[config.mk]
export PLATFORM = sky130hd
export DESIGN_NAME = muldiv_unit
export DESIGN_NICKNAME = d
export VERILOG_FILES = /design/src/rtl/muldiv_unit.sv
export SDC_FILE = /design/constraint.sdc
export NUM_CORES = 1
export LEC_CHECK = 0
export BUFFER_PORTS_ARGS = -buffer_cell sky130_fd_sc_hd__buf_2
export CAP_MARGIN = 30
export CORE_UTILIZATION = 58
export CTS_BUF_LIST = sky130_fd_sc_hd__clkbuf_8
export DETAILED_ROUTE_END_ITERATION = 6
export GPL_TIMING_DRIVEN = 0
export PLACE_DENSITY = 0.81
export REMOVE_ABC_BUFFERS = 1
export SLEW_MARGIN = 10
export SYNTH_ARGS = -nofsm -noshare
export SYNTH_HDL_FRONTEND = slang
export SYNTH_SLANG_ARGS = --single-unit
[constraint.sdc]
create_clock -name clk -period 5.35 [get_ports clk]
set_clock_uncertainty 0.1 [all_clocks]
set_input_delay 1.07 -clock clk [delete_from_list [all_inputs] [get_ports clk]]
set_output_delay 1.07 -clock clk [all_outputs]
set_load 0.02 [all_outputs]
[src/rtl/muldiv_unit.sv]
// Iterative RV32M multiply/divide unit: shift-add multiply, restoring divide, one bit per cycle.
// Optional MULDIV_FAST_MUL_EN replaces the iterative multiply with a single-cycle product.
module muldiv_unit #(
    parameter int unsigned width = 32
) (
    input  logic             clk,
    input  logic             reset,
    input  logic             start,
    input  logic [2:0]       funct3,
    input  logic [width-1:0] xs1,
    input  logic [width-1:0] xs2,
    output logic             busy,
    output logic             done,
    output logic [width-1:0] result
);

    localparam int unsigned CntW = $clog2(width);

    localparam logic [2:0] OpMul    = 3'd0;
    localparam logic [2:0] OpMulh   = 3'd1;
    localparam logic [2:0] OpMulhsu = 3'd2;
    localparam logic [2:0] OpMulhu  = 3'd3;
    localparam logic [2:0] OpDiv    = 3'd4;
    localparam logic [2:0] OpDivu   = 3'd5;
    localparam logic [2:0] OpRem    = 3'd6;
    localparam logic [2:0] OpRemu   = 3'd7;

    typedef enum logic [1:0] {StIdle, StRun, StDone} state_e;

    state_e             state_q, state_d;
    logic [2:0]         op_q;
    logic               neg_q;
    logic [width-1:0]   opnd_q;
    logic [2*width-1:0] acc_q;
    logic [CntW-1:0]    cnt_q;
    logic [width-1:0]   result_q;

    logic               accept, last_step;
    logic               sgn1, sgn2, neg_in, div_zero, div_ovf, special;
    logic [width-1:0]   abs1, abs2, special_res;

    assign accept    = (state_q == StIdle) && start;
    assign last_step = (cnt_q == CntW'(width - 1));

    // Operand decode at accept: magnitudes, result sign and the divide special cases.
    always_comb begin
        sgn1     = xs1[width-1] & (funct3 inside {OpMul, OpMulh, OpMulhsu, OpDiv, OpRem});
        sgn2     = xs2[width-1] & (funct3 inside {OpMul, OpMulh, OpDiv, OpRem});
        abs1     = sgn1 ? -xs1 : xs1;
        abs2     = sgn2 ? -xs2 : xs2;
        neg_in   = (funct3 == OpRem) ? sgn1 : (sgn1 ^ sgn2);
        div_zero = funct3[2] && (xs2 == '0);
        div_ovf  = (funct3 == OpDiv || funct3 == OpRem) &&
                   (xs1 == {1'b1, {(width-1){1'b0}}}) && (xs2 == '1);
        special  = div_zero | div_ovf;
        if (div_zero) begin
            special_res = funct3[1] ? xs1 : '1;
        end else begin
            special_res = funct3[1] ? '0 : xs1;
        end
    end

    // One iteration: multiplier bits leave acc from the bottom, quotient bits enter it.
    logic [width:0]     mul_sum, rem_sh, div_diff;
    logic [2*width-1:0] step_acc;

    always_comb begin
        mul_sum  = {1'b0, acc_q[2*width-1:width]} + ({1'b0, opnd_q} & {(width+1){acc_q[0]}});
        rem_sh   = {acc_q[2*width-1:width], acc_q[width-1]};
        div_diff = rem_sh - {1'b0, opnd_q};
        if (!op_q[2]) begin
            step_acc = {mul_sum, acc_q[width-1:1]};
        end else if (div_diff[width]) begin
            step_acc = {rem_sh[width-1:0], acc_q[width-2:0], 1'b0};
        end else begin
            step_acc = {div_diff[width-1:0], acc_q[width-2:0], 1'b1};
        end
    end

    logic [2*width-1:0] prod;
    logic [width-1:0]   quo, rmd, run_res;

    always_comb begin
        prod = neg_q ? -step_acc : step_acc;
        quo  = neg_q ? -step_acc[width-1:0] : step_acc[width-1:0];
        rmd  = neg_q ? -step_acc[2*width-1:width] : step_acc[2*width-1:width];
        case (op_q)
            OpMul:                    run_res = prod[width-1:0];
            OpMulh, OpMulhsu, OpMulhu: run_res = prod[2*width-1:width];
            OpDiv, OpDivu:            run_res = quo;
            OpRem, OpRemu:            run_res = rmd;
            default:                  run_res = '0;
        endcase
    end

`ifdef MULDIV_FAST_MUL_EN
    logic [2*width-1:0] fast_a, fast_b, fast_prod;
    logic [width-1:0]   fast_res;

    // Sign-extending to 2*width makes the truncated unsigned product correct for every variant.
    always_comb begin
        fast_a    = {{width{xs1[width-1] & (funct3 != OpMulhu)}}, xs1};
        fast_b    = {{width{xs2[width-1] & (funct3 inside {OpMul, OpMulh})}}, xs2};
        fast_prod = fast_a * fast_b;
        fast_res  = (funct3 == OpMul) ? fast_prod[width-1:0] : fast_prod[2*width-1:width];
    end
`endif

    always_ff @(posedge clk) begin
        if (reset) begin
            state_q <= StIdle;
        end else begin
            state_q <= state_d;
        end
    end

    always_comb begin
        state_d = state_q;
        unique case (state_q)
            StIdle: begin
                if (start) begin
                    if (special) begin
                        state_d = StDone;
`ifdef MULDIV_FAST_MUL_EN
                    end else if (!funct3[2]) begin
                        state_d = StDone;
`endif
                    end else begin
                        state_d = StRun;
                    end
                end
            end
            StRun:   if (last_step) state_d = StDone;
            StDone:  state_d = StIdle;
            default: state_d = StIdle;
        endcase
    end

    always_comb begin
        busy   = (state_q != StIdle);
        done   = (state_q == StDone);
        result = result_q;
    end

    always_ff @(posedge clk) begin
        if (reset) begin
            op_q     <= '0;
            neg_q    <= 1'b0;
            opnd_q   <= '0;
            acc_q    <= '0;
            cnt_q    <= '0;
            result_q <= '0;
        end else if (accept) begin
            op_q   <= funct3;
            neg_q  <= neg_in;
            cnt_q  <= '0;
            opnd_q <= funct3[2] ? abs2 : abs1;
            acc_q  <= {{width{1'b0}}, funct3[2] ? abs1 : abs2};
            if (special) begin
                result_q <= special_res;
`ifdef MULDIV_FAST_MUL_EN
            end else if (!funct3[2]) begin
                result_q <= fast_res;
`endif
            end
        end else if (state_q == StRun) begin
            acc_q <= step_acc;
            cnt_q <= cnt_q + CntW'(1);
            if (last_step) begin
                result_q <= run_res;
            end
        end
    end

endmodule

# Word level (Yosys, flattened, before mapping)
# Index checks and enable logic that the tools add are counted.
[word_totals] in_bits=70 word_cells=84 reg_bits=139 output_inout_bits=34
[op_classes] mux=24 eq_ne=19 reduce_logical=20 bitwise_logic=5 addsub=8
[ops] cell="$mux W32" n=15
[ops] cell="$mux W64" n=3
[ops] cell="$neg A32 Y32" n=4
[ops] cell="$pmux W32 S4" n=1
[ops] cell="$eq A32 B32 Y1 const B" n=2
[ops] cell="$neg A64 Y64" n=1
[ops] cell="$add A32 B33 Y33" n=1
[ops] cell="$and A32 B33 Y33" n=1
[ops] cell="$sub A33 B32 Y33" n=1
[ops] cell="$logic_not A32 Y1" n=1
[ops] cell="$eq A3 B3 Y1 const B" n=6
[ops] cell="$eq A3 B2 Y1 const B" n=3
[ops] cell="$eq A3 B1 Y1 const B" n=2
[ops] cell="$logic_not A3 Y1" n=2
[ops] cell="$mux W2" n=3
[ops] cell="$reduce_bool A2 Y1" n=3
[ops] cell="$reduce_or A2 Y1" n=3
[ops] cell="$add A5 B1 Y5 const B" n=1
[ops] cell="$eq A5 B5 Y1 const B" n=1
[ops] cell="$reduce_bool A5 Y1" n=1
[ops] cell="$logic_and A1 B1 Y1" n=4
[ops] cell="$ne A2 B2 Y1 const B" n=2
[ops] cell="$pmux W2 S2" n=1
[ops] cell="$reduce_bool A4 Y1" n=1
[ops] cell="other kinds (12)" n=13

# Depth between registers and ports, before layout
[depth] word_depth=9 mapped_depth=26 ltp_nobuf=25

# Least setup slack after synthesis
# No wires, ideal clock.
[synth_path] path_type="register -> register" start="register acc_q[31]" end="register result_q[30] (netlist: result[30])" t_arrival_ns=5.463 path_buffers=1 slack_ns=-0.306 setup_ns=0.092 period_less_slack_ns=5.656 stages_incl_launch_ff=26 cell_sequence="dfxtp_1 -> inv_1 -> ha_1 -> fa_1 -> nand2b_1 -> a21oi_2 -> o21ai_4 -> o211ai_4 -> a21oi_4 -> xnor2_1 -> clkbuf_1 -> nor2_1 -> a21oi_1 -> ha_1 -> nor2b_1 -> o21ai_0 -> or2_2 -> or3_1 -> nand2b_1 -> or3_1 -> o21ai_0 -> xor2_1 -> o21ai_0 -> a21oi_1 -> nand2_1 -> o32ai_1"
[synth_between] elab_chain_cells=9
[synth_lines] item="start: declaration" line="34" source="logic [2*width-1:0] acc_q;"
[synth_lines] item="start signal: assignment" line="158" source="acc_q <= {{width{1'b0}}, funct3[2] ? abs1 : abs2};"
[synth_lines] item="start signal: assignment" line="167" source="acc_q <= step_acc;"
[synth_lines] item="$sub A33 B32 Y33" line="70" source="div_diff = rem_sh - {1'b0, opnd_q};"
[synth_lines] item="$mux W64" line="73" source="end else if (div_diff[width]) begin"
[synth_lines] item="$mux W64 *" line="71" source="if (!op_q[2]) begin"
[synth_lines] item="$neg A64 Y64 (tied with other cells)" line="84" source="prod = neg_q ? -step_acc : step_acc;"
[synth_lines] item="$mux W64 (tied with other cells)" line="84"
[synth_lines] item="$pmux W32 S4 *" line="87" source="case (op_q)"
[synth_lines] item="$mux W32 *" line="169" source="if (last_step) begin"
[synth_lines] item="$mux W32 *" line="166" source="end else if (state_q == StRun) begin"
[synth_lines] item="$mux W32 *" line="153" source="end else if (accept) begin"
[synth_lines] item="end signal: assignment" line="160" source="result_q <= special_res;"
[synth_lines] item="end signal: assignment" line="170" source="result_q <= run_res;"
[synth_lines] item="end: declaration" line="36" source="logic [width-1:0] result_q;"
# Mark *: on every way between the ends. The rest lies on a longest branch, timed or not. The select of a mux whose other input is x is not followed.
# A chain may end at the register's enable or synchronous reset.

# Final worst setup path
[layout_path] start="register opnd_q[26]" end="register result_q[31] (netlist: result[31])"
[layout_between] elab_chain_cells=9
[layout_lines] item="start: declaration" line="33" source="logic [width-1:0] opnd_q;"
[layout_lines] item="start signal: assignment" line="157" source="opnd_q <= funct3[2] ? abs2 : abs1;"
[layout_lines] item="$sub A33 B32 Y33 or $and A32 B33 Y33 (tied branches)" line="70, 68"
[layout_lines] item="$mux W64 or $add A32 B33 Y33 (tied branches)" line="73, 68"
[layout_lines] item="$mux W64 *" line="71"
[layout_lines] item="$neg A64 Y64 (tied with other cells)" line="84"
[layout_lines] item="$mux W64 (tied with other cells)" line="84"
[layout_lines] item="$pmux W32 S4 *" line="87"
[layout_lines] item="$mux W32 *" line="169"
[layout_lines] item="$mux W32 *" line="166"
[layout_lines] item="$mux W32 *" line="153"
# Marked as above.

==> results_dict.tcl <==
set metrics [dict create \
    drt-total-wl_um 56600 \
    clk_pin_slew_ns 0.10 \
    critPathKind "reg -> reg" \
    die_y_um 167 \
    grt_max_degree 86 \
    areaGrowthSynthToFinish_pct 10.8 \
    routed_via_density 6.75 \
    ys_seq_area_frac 0.177 \
    io_pins 104 \
    fin_area_um2 17400 \
    syn_area_per_cell_um2 6.89 \
    final_cell_mix "nand2_1, nor2_1, a21oi_1" \
    wl_per_cell_um 21.3 \
    grt_pass1_vias 16300 \
    grt_overflow 0 \
    fin_ws_ns -0.0557 \
    total_leakage_power_nw 6.68 \
    antenna_found_initial 0 \
    finalSetupViolCount 1 \
    grt_usage 0.394 \
    cts_buffers 17 \
    synthCells 2282 \
    final_util 0.661 \
    place_hpwl_um 42100 \
    vias 17900 \
    rsz0062_at_grt "yes" \
    portBuffers 103 \
    synth-edff-count 0 \
    min_period_over_period 1.01 \
    min-delay-path-class "reg -> reg" \
    layout-drive-gt1-share 0.130 \
    crit_arrival_ns 5.75 \
    max-cap-violations 0 \
    end_kind "register" \
    synth_area_um2 15700 \
    dpl_cell_area_um2 16400 \
    die_w_um 167 \
    grt_pass1_wl_um 87100 \
    start_kind "register" \
    synth-seq-cells 139 \
    tightest_slew_ns 1.01 \
    cellPowerDensity_nw_per_um2 228 \
    start_util 0.596 \
    clock_path_buffers 2 \
    core_um2 26400 \
    n_antenna_cell 0 \
    root_buffer "clkbuf_8" \
    drt_iter0_markers 2141 \
    htreeDepth 4 \
    relSlewSlack 0.324 \
    status "finished with violations" \
    violations "negative setup slack" \
    async_reset_ff_frac 0 \
    fin_setup_tns_ns -0.0557 \
    worst_skew_pair.late_latency_ns 0.49 \
    fp-row-count 59 \
    ant_nets 0 \
    synth_warnings 0 \
    drc_errors 0 \
    place.gp.congestion 0.987 \
    layout_commonest_cell "nand2_1" \
    synthTopCellsByArea "dfxtp_1, nand2_1, a21oi_1, xnor2_1, nor2_1" \
    cts.sinks 139 \
    ir_worst_vdd_mv 0.149 \
    fmax_mhz 185 \
    layout_min_cycle_time_ns 5.41 \
    ys_types 90 \
    cts_tree "done" \
    cp.required_ns 5.69 \
    post-synth-top-area-cell "dfxtp_1" \
    hold_violations 0 \
    synth_top_area_frac 0.177 \
    die_area_um2 27800 \
    fin_nets 2452 \
    path_max_fanout 12 \
    report.final.slew_viol_count 0 \
    ys.flop_type "dfxtp_1" \
    first_pass_iters 6 \
]
cell usage after synthesis, types with 26 or more instances:
cell,count
nand2_1,310
nor2_1,240
a21oi_1,221
dfxtp_1,139
o21ai_0,131
xnor2_1,111
clkbuf_1,108
o211ai_1,80
ha_1,71
nor3_1,71
inv_1,67
mux2i_1,59
xor2_1,56
and2_1,50
a211oi_1,43
nand3_1,37
nor4_1,32
maj3_1,27
buf_1,26
nand4_1,26
final cells by class:
class / instances / area [um^2]
fill: 2326 / 8940
clock buffer: 17 / 234
multi-input combinational: 1927 / 12400
inverter: 71 / 269
sequential: 139 / 2810
clock inverter: 15 / 150
tap: 335 / 419
timing repair buffer: 153 / 1120
sequential cells by signal, indices dropped and copies added, names as in the netlist:
signal and flops:
neg_q 1, cnt_q 5, op_q 3, result 32, acc_q 64, state_q 2
opnd_q 32
per-stage QoR:
step | cells | power [mW] | worst slack, ns | hold slack [ns]
floorplan | 2136 | 2.34 | -3.15 | 0.334
global placement | 2574 | 2.80 | -6.58 | 0.350
detailed placement | 2589 | 2.86 | -1.93 | 0.356
CTS | 2635 | 3.80 | 0.0136 | 0.375
global route | 2657 | 4.13 | -0.136 | 0.396
finish | 2657 | 3.97 | -0.0557 | 0.375
routing by layer:
layer	share of wire	up-vias	wire length, um	track usage
met5	0	-	0	0
met4	0.055	0	3110	0.214
met3	0.11	222	6210	0.0708
met2	0.44	1123	24800	0.621
met1	0.40	8235	22500	0.511
li1	-	8342	-	-
where the power goes:
group | internal [mW] | switching, mW
clock | 0.350 | 0.539
combinational | 0.709 | 1.17
sequential | 1.09 | 0.103
cell families after synthesis:
kind of cell / synth area share
AOI/OAI and AO/OA: 0.295
xor gates and xnor gates: 0.0948
adders and majority gates: 0.0763
buffers and inverters: 0.0534
DFF: 0.177
muxes: 0.0433
and+or+nand+nor: 0.260
worst paths after layout:
| path | to | depth (start not counted) | slack (ns) | from |
|---|---|---|---|---|
| setup / recovery | result[31] | 19 | -0.06 | opnd_q[26] |
| hold / removal | cnt_q[4] | 2 | 0.37 | cnt_q[4] |
| setup reg to reg | result[31] | 19 | -0.06 | opnd_q[26] |
| hold reg to reg | cnt_q[4] | 2 | 0.37 | cnt_q[4] |
timing repair:
action / 4_1_cts / 5_1_grt
gates resized for setup: 33 / 52
buffers inserted: 13 / 19
setup endpoints to repair: 29 / 29
gates cloned: 1 / 1
hold buffers: 0 / 0
pin swaps: 12 / 25
critical path: stages (launching register included):
cell,delay (ns)
dfxtp_1,0.48
inv_1,0.08
ha_1,0.40
nand2_1,0.13
o21ai_1,0.29
o21ai_0,0.19
o21ai_2,0.24
a21oi_4,0.05
buf_12,0.14
buf_4,0.21
xnor2_4,0.24
clkbuf_16,0.20
buf_4,0.19
nand2_1,0.29
a31oi_1,0.76
nand2b_1,0.17
nor2_1,0.39
nand4_1,0.21
o31ai_1,0.35
o211a_1,0.19
No activity file was read; power rests on OpenSTA's default activity.
